--- src/rtl/noc_pkg.sv ---
// Shared NoC packet definitions: field positions, packet struct and
// router id type used by the routing-logic channels and their merge stage.
package noc_pkg;

  localparam int unsigned WIDTH       = 11;
  localparam int unsigned TYPE_BIT    = 0;
  localparam int unsigned DEST_LSB    = 1;
  localparam int unsigned DEST_MSB    = 3;
  localparam int unsigned PAYLOAD_LSB = 4;
  localparam int unsigned SRC_W       = 2;

  typedef logic [2:0] router_id_t;

  typedef struct packed {
    logic [6:0] payload;
    logic [2:0] dest;
    logic       type_flag;
  } noc_pkt_t;

  function automatic logic [SRC_W-1:0] rr_next(input int unsigned idx, input int unsigned n);
    return SRC_W'((idx + 1) % n);
  endfunction

endpackage

--- src/rtl/rl_output_arbiter_if.sv ---
// Handshake bundle between the routing-logic channels, the merge stage and
// the downstream output link.
interface rl_output_arbiter_if #(
  parameter int unsigned N_IN  = 3,
  parameter int unsigned WIDTH = 11
);
  logic [N_IN-1:0]       in_valid;
  logic [N_IN-1:0]       in_ready;
  logic [N_IN*WIDTH-1:0] in_data;
  logic                  out_valid;
  logic                  out_ready;
  logic [WIDTH-1:0]      out_data;
  logic [1:0]            out_src;
  logic                  misroute;

  modport slave (
    input  in_valid, in_data, out_ready,
    output in_ready, out_valid, out_data, out_src, misroute
  );

  modport master (
    output in_valid, in_data, out_ready,
    input  in_ready, out_valid, out_data, out_src, misroute
  );
endinterface

--- src/rtl/noc_pkt_fifo.sv ---
// Small synchronous FIFO for packet+source entries; head entry is read
// straight from the storage registers.
module noc_pkt_fifo #(
  parameter int unsigned W     = 13,
  parameter int unsigned DEPTH = 2
) (
  input  logic                     clk,
  input  logic                     rst_n,
  input  logic                     push,
  input  logic [W-1:0]             push_data,
  input  logic                     pop,
  output logic [W-1:0]             head,
  output logic                     full,
  output logic                     empty,
  output logic [$clog2(DEPTH):0]   count
);
  localparam int unsigned AW = $clog2(DEPTH);

  logic [W-1:0]  mem [DEPTH];
  logic [AW-1:0] wr_ptr;
  logic [AW-1:0] rd_ptr;

  always_ff @(posedge clk or negedge rst_n) begin
    if (!rst_n) begin
      wr_ptr <= '0;
      rd_ptr <= '0;
      count  <= '0;
      for (int unsigned i = 0; i < DEPTH; i++) mem[i] <= '0;
    end else begin
      // When full, push and pop share a slot: the head is read this cycle
      // and overwritten at the edge.
      if (push) begin
        mem[wr_ptr] <= push_data;
        wr_ptr      <= wr_ptr + AW'(1);
      end
      if (pop) rd_ptr <= rd_ptr + AW'(1);
      case ({push, pop})
        2'b10:   count <= count + (AW+1)'(1);
        2'b01:   count <= count - (AW+1)'(1);
        default: count <= count;
      endcase
    end
  end

  assign head  = mem[rd_ptr];
  assign full  = (count == (AW+1)'(DEPTH));
  assign empty = (count == '0);

endmodule

--- src/rtl/rl_output_arbiter.sv ---
// Round-robin merge of the routing-logic output channels into one buffered
// output link, with a sticky flag for packets addressed to another router.
module rl_output_arbiter #(
  parameter int unsigned        WIDTH     = noc_pkg::WIDTH,
  parameter int unsigned        N_IN      = 3,
  parameter int unsigned        DEPTH     = 2,
  parameter noc_pkg::router_id_t ROUTER_ID = 3'd2
) (
  input logic               clk,
  input logic               rst_n,
  rl_output_arbiter_if.slave bus
);
  import noc_pkg::*;

  localparam int unsigned ENTRY_W = WIDTH + SRC_W;
  localparam int unsigned CW      = $clog2(DEPTH) + 1;

  logic [SRC_W-1:0]   rr_ptr;
  logic [SRC_W-1:0]   grant_idx;
  logic               grant_found;
  logic [WIDTH-1:0]   grant_pkt;
  logic               space;
  logic               push;
  logic               pop;
  logic [N_IN-1:0]    in_ready_w;
  logic               misroute_q;
  logic [ENTRY_W-1:0] head;
  logic               full;
  logic               empty;
  logic [CW-1:0]      count;

  // First valid channel at or above the pointer, wrapping modulo N_IN.
  always_comb begin
    int unsigned idx;
    idx         = 0;
    grant_found = 1'b0;
    grant_idx   = '0;
    grant_pkt   = '0;
    for (int unsigned k = 0; k < N_IN; k++) begin
      idx = (32'(rr_ptr) + k) % N_IN;
      if (!grant_found && bus.in_valid[idx]) begin
        grant_found = 1'b1;
        grant_idx   = SRC_W'(idx);
        grant_pkt   = bus.in_data[idx*WIDTH +: WIDTH];
      end
    end
  end

  assign pop   = !empty && bus.out_ready;
  assign space = !full || pop;
  // Gating with rst_n keeps in_ready low while reset is asserted.
  assign push  = rst_n && space && grant_found;

  always_comb begin
    in_ready_w = '0;
    if (push) in_ready_w[grant_idx] = 1'b1;
  end

  always_ff @(posedge clk or negedge rst_n) begin
    if (!rst_n) begin
      rr_ptr     <= '0;
      misroute_q <= 1'b0;
    end else if (push) begin
      rr_ptr <= rr_next(32'(grant_idx), N_IN);
      if (grant_pkt[DEST_MSB:DEST_LSB] != ROUTER_ID) misroute_q <= 1'b1;
    end
  end

  noc_pkt_fifo #(
    .W     (ENTRY_W),
    .DEPTH (DEPTH)
  ) u_fifo (
    .clk       (clk),
    .rst_n     (rst_n),
    .push      (push),
    .push_data ({grant_idx, grant_pkt}),
    .pop       (pop),
    .head      (head),
    .full      (full),
    .empty     (empty),
    .count     (count)
  );

  assign bus.in_ready  = in_ready_w;
  assign bus.out_valid = (count != '0);
  assign bus.out_data  = head[WIDTH-1:0];
  assign bus.out_src   = head[ENTRY_W-1 -: SRC_W];
  assign bus.misroute  = misroute_q;

endmodule

--- src/flat_wrapper.sv ---
// flat-port wrapper written by rule: the top's interface ports become plain ports
module rl_output_arbiter_flat import noc_pkg::*;
#(
  parameter int unsigned        WIDTH     = noc_pkg::WIDTH,
  parameter int unsigned        N_IN      = 3,
  parameter int unsigned        DEPTH     = 2,
  parameter noc_pkg::router_id_t ROUTER_ID = 3'd2
)
  (clk, rst_n, bus_in_valid, bus_in_data, bus_out_ready, bus_in_ready, bus_out_valid, bus_out_data, bus_out_src, bus_misroute);
  rl_output_arbiter_if #(.N_IN(N_IN), .WIDTH(WIDTH)) bus_i ();
  input logic clk;
  input logic rst_n;
  input wire logic [$bits(bus_i.in_valid)-1:0] bus_in_valid;
  input wire logic [$bits(bus_i.in_data)-1:0] bus_in_data;
  input wire logic [$bits(bus_i.out_ready)-1:0] bus_out_ready;
  output wire logic [$bits(bus_i.in_ready)-1:0] bus_in_ready;
  output wire logic [$bits(bus_i.out_valid)-1:0] bus_out_valid;
  output wire logic [$bits(bus_i.out_data)-1:0] bus_out_data;
  output wire logic [$bits(bus_i.out_src)-1:0] bus_out_src;
  output wire logic [$bits(bus_i.misroute)-1:0] bus_misroute;
  assign bus_i.in_valid = bus_in_valid;
  assign bus_i.in_data = bus_in_data;
  assign bus_i.out_ready = bus_out_ready;
  assign bus_in_ready = bus_i.in_ready;
  assign bus_out_valid = bus_i.out_valid;
  assign bus_out_data = bus_i.out_data;
  assign bus_out_src = bus_i.out_src;
  assign bus_misroute = bus_i.misroute;
  rl_output_arbiter #(.WIDTH(WIDTH), .N_IN(N_IN), .DEPTH(DEPTH), .ROUTER_ID(ROUTER_ID)) u_core (.clk(clk), .rst_n(rst_n), .bus(bus_i));
endmodule
--- config.mk ---
export PLATFORM = sky130hd
export DESIGN_NAME = rl_output_arbiter_flat
export DESIGN_NICKNAME = d
export VERILOG_FILES = /design/src/rtl/noc_pkg.sv /design/src/rtl/rl_output_arbiter_if.sv /design/src/rtl/noc_pkt_fifo.sv /design/src/rtl/rl_output_arbiter.sv /design/src/flat_wrapper.sv
export SDC_FILE = /design/constraint.sdc
export NUM_CORES = 1
export LEC_CHECK = 0
export ABC_CLOCK_PERIOD_IN_PS = 9500
export BUFFER_PORTS_ARGS = -buffer_cell sky130_fd_sc_hd__buf_2
export CAP_MARGIN = 5
export CORE_ASPECT_RATIO = 1.4
export CORE_MARGIN = 2
export CORE_UTILIZATION = 60
export CTS_CLUSTER_DIAMETER = 120
export DETAILED_ROUTE_END_ITERATION = 8
export PLACE_DENSITY = 0.82
export SLEW_MARGIN = 20
export SYNTH_ARGS = -nofsm -noshare
export SYNTH_HDL_FRONTEND = slang
export SYNTH_SLANG_ARGS = --single-unit
--- constraint.sdc ---
create_clock -name clk -period 9.5 [get_ports clk]
set_clock_uncertainty 0.15 [all_clocks]
set_input_delay 1.9 -clock clk [delete_from_list [all_inputs] [get_ports clk]]
set_output_delay 1.9 -clock clk [all_outputs]
set_load 0.02 [all_outputs]
==> reports/results.ini <==
[run_status]
outcome=completed

[clocking]
cts_made_buffers=5
insertion_delay_ns=0.28
cts-root-buf=clkbuf_8
clkTransAtPathRegs_ns=0.06
postCtsHoldBufs=0
clock_sinks=33
cts_resized=0
tritoncts=done
cts_setup_buffers=0
ctsLongestPathBuffers=2
htree_levels=2

[timing]
finalSetupViolCount=0
hold_viol_final=0
worstMarginPinSlew_ns=1.09
relSlewSlack=0.272
final.period_utilization=0.650
max_freq_mhz=162
holdWs_ns=0.326
tns_ns=0
rsz0062_at_grt=no
fin_crit_ns=6.17
slew_viol_final=0

[global_routing]
antenna_found_initial=0
grt_pass1_vias=4644
grt_pass1_wl_um=23800
grt_start_max_net_pins=69
grt.total_usage=0.351
grt_overflow=0

[final_layout]
stdcell_count=701
antenna_cells=0
final_nets=666
post-route-util=0.660
area_growth_pct=7.18
drive_gt1_frac=0.245

[drt]
first_iter_violations=477
drtAntennaViolNets=0
routed_wl_um=15000
top_layer=met4
viasPerCell=7.02
via_count=4923
drcViolationCount=0
routed-wl-met3_um=1440
wl_met1_um=5690
wl_per_cell_um=21.4
first_pass_iters=7
dr_wl_met2_um=7050

[floorplanning]
core_um2=7750
die_h_um=110
dieWidth_um=79.4
fp.dieArea_um2=8690
rows=38
io_pins=57
start_util=0.616

[yosys]
synth_cells=575
yosys_register_bits=33
ys_types=73
yosys-top-cells-area=dfrtp_1 17%, mux2i_1 9.6%, mux2_2 9.0%
synthTopCellsByCount=71 x nand2_1, 55 x o21ai_0, 46 x mux2i_1
syn_area_um2=4770
synth_top_area_cell=dfrtp_1
synthFlopType=dfrtp_1
syn_nets=640
synth_edf_count=0
yosysMostFrequentCell=nand2_1
synth_top_area_frac=0.173
async_flop_share=1.00
ys_warn_count=0
syn_avg_cell_area_um2=8.30
ys_seq_area_frac=0.173

[placed_design]
dp.cells=694
place_hpwl_um=10800
io_buffers=56
gp_congestion=1.03

[setup_path]
cp.required_ns=7.45
cp.arrival_ns=4.12
slowest_delay_ns=0.77
worst_setup_path_end_kind=primary output
path_cells=inv_1 -> ha_4 -> clkinv_1 -> o21ai_0 -> nand3_2 -> o221a_2 -> inv_1 -> ha_1 -> and2_1 -> buf_2
r2r_cells=18
critPathSlowestCell=o21ai_0
critical_path_class=reg -> out
path_common_cell=inv_1
critPathLaunchType=flip-flop
crit_fanout=27

[worst_hold_path]
hold_path.class=reg -> reg
hold_depth=2

[job]
drv_cap=0

==> metal layers <==
layer / vias to the layer above / GRT usage
met5: - / 0
met4: 0 / 0.198
met3: 79 / 0.0484
met2: 346 / 0.574
met1: 2323 / 0.446
li1: 2175 / -
==> worst max-delay path, delay by kind of cell (launching register included) <==
kind	cells	cell delay (ns)
buffers and inverters	4	1.17
AND/OR/NAND/NOR	2	0.44
AO/OA/AOI/OAI	2	1.16
adder cells (fa/ha/maj)	2	0.59
flip-flops	1	0.47
==> layout make-up <==
cell class | instances | area [um^2]
multi-input cells | 467 | 3630
fillers | 682 | 2630
flip-flops and latches | 33 | 826
repair buffers | 63 | 333
well taps | 100 | 125
inverters | 31 | 116
clock buffers | 7 | 86.3
==> cells by family (layout without fill, tap and decap cells) <==
| group | Yosys count | in the layout | synth area share |
|---|---|---|---|
| XOR/XNOR | 15 | 15 | 0.0291 |
| multiplexers | 100 | 100 | 0.262 |
| flip-flops | 33 | 33 | 0.173 |
| adder cells (fa/ha/maj) | 26 | 26 | 0.0729 |
| buffers and inverters | 75 | 101 | 0.0702 |
| AO/OA/AOI/OAI | 178 | 178 | 0.244 |
| AND/OR/NAND/NOR | 148 | 148 | 0.149 |
==> registers in the layout, indices dropped and copies added, names as in the netlist <==
name / count
u_core.u_fifo.rd_ptr: 1
u_core.u_fifo.wr_ptr: 1
u_core.bus.misroute: 1
u_core.u_fifo.mem: 26
u_core.u_fifo.count: 2
u_core.rr_ptr: 2
==> path summary, 6_finish.rpt <==
kind / start / end / slack (ns)
min in group asynchronous: rst_n / u_core.u_fifo.mem[13]$_DFFE_PN0P_ / 1.52
setup reg to reg: u_core.rr_ptr[0]$_DFFE_PN0P_ / u_core.u_fifo.mem[18]$_DFFE_PN0P_ / 3.72
max in group asynchronous: rst_n / u_core.u_fifo.mem[20]$_DFFE_PN0P_ / 7.21
setup / recovery: u_core.rr_ptr[1]$_DFFE_PN0P_ / bus_in_ready[1] / 3.33
hold / removal: u_core.u_fifo.mem[21]$_DFFE_PN0P_ / u_core.u_fifo.mem[21]$_DFFE_PN0P_ / 0.33
hold reg to reg: u_core.u_fifo.mem[21]$_DFFE_PN0P_ / u_core.u_fifo.mem[21]$_DFFE_PN0P_ / 0.33
==> placed cells by master, fill, tap and decap left out, types with 4 or more instances in the layout <==
cell      netlist  final
o22ai_1         4      4
ha_1           23     20
mux2i_1        46     46
dfrtp_1        33     33
nand2_1        71     71
a21oi_1        32     32
xnor2_1         4      4
o31ai_1         7      7
o21ai_1         4      4
a211oi_1        7      7
buf_2          19     56
o21a_1          4      4
and2_1          8      8
inv_1          30     30
nand2b_1        4      4
o21ai_0        55     55
clkbuf_8        0      6
mux4_2         16     16
a22oi_1         8      8
o211ai_1        7      7
mux2_2         38     38
nand3_1         4      4
buf_4           4      7
or2_2           4      4
a31oi_1        11     11
nor2_1         30     30
xor2_1         10     10
nor3_1          5      5
==> through the flow <==
step / instance area (um^2) / setup slack (ns)
final: 5120 / 3.33
after detailed placement: 5030 / 3.71
after global placement: 5030 / 3.78
after global routing: 5120 / 3.13
after floorplan: 4770 / 4.00
after CTS: 5120 / 3.43
Power is left out: the tool's default activity adds up to more than one toggle a clock period on the data nets, which glitch-free logic cannot reach.
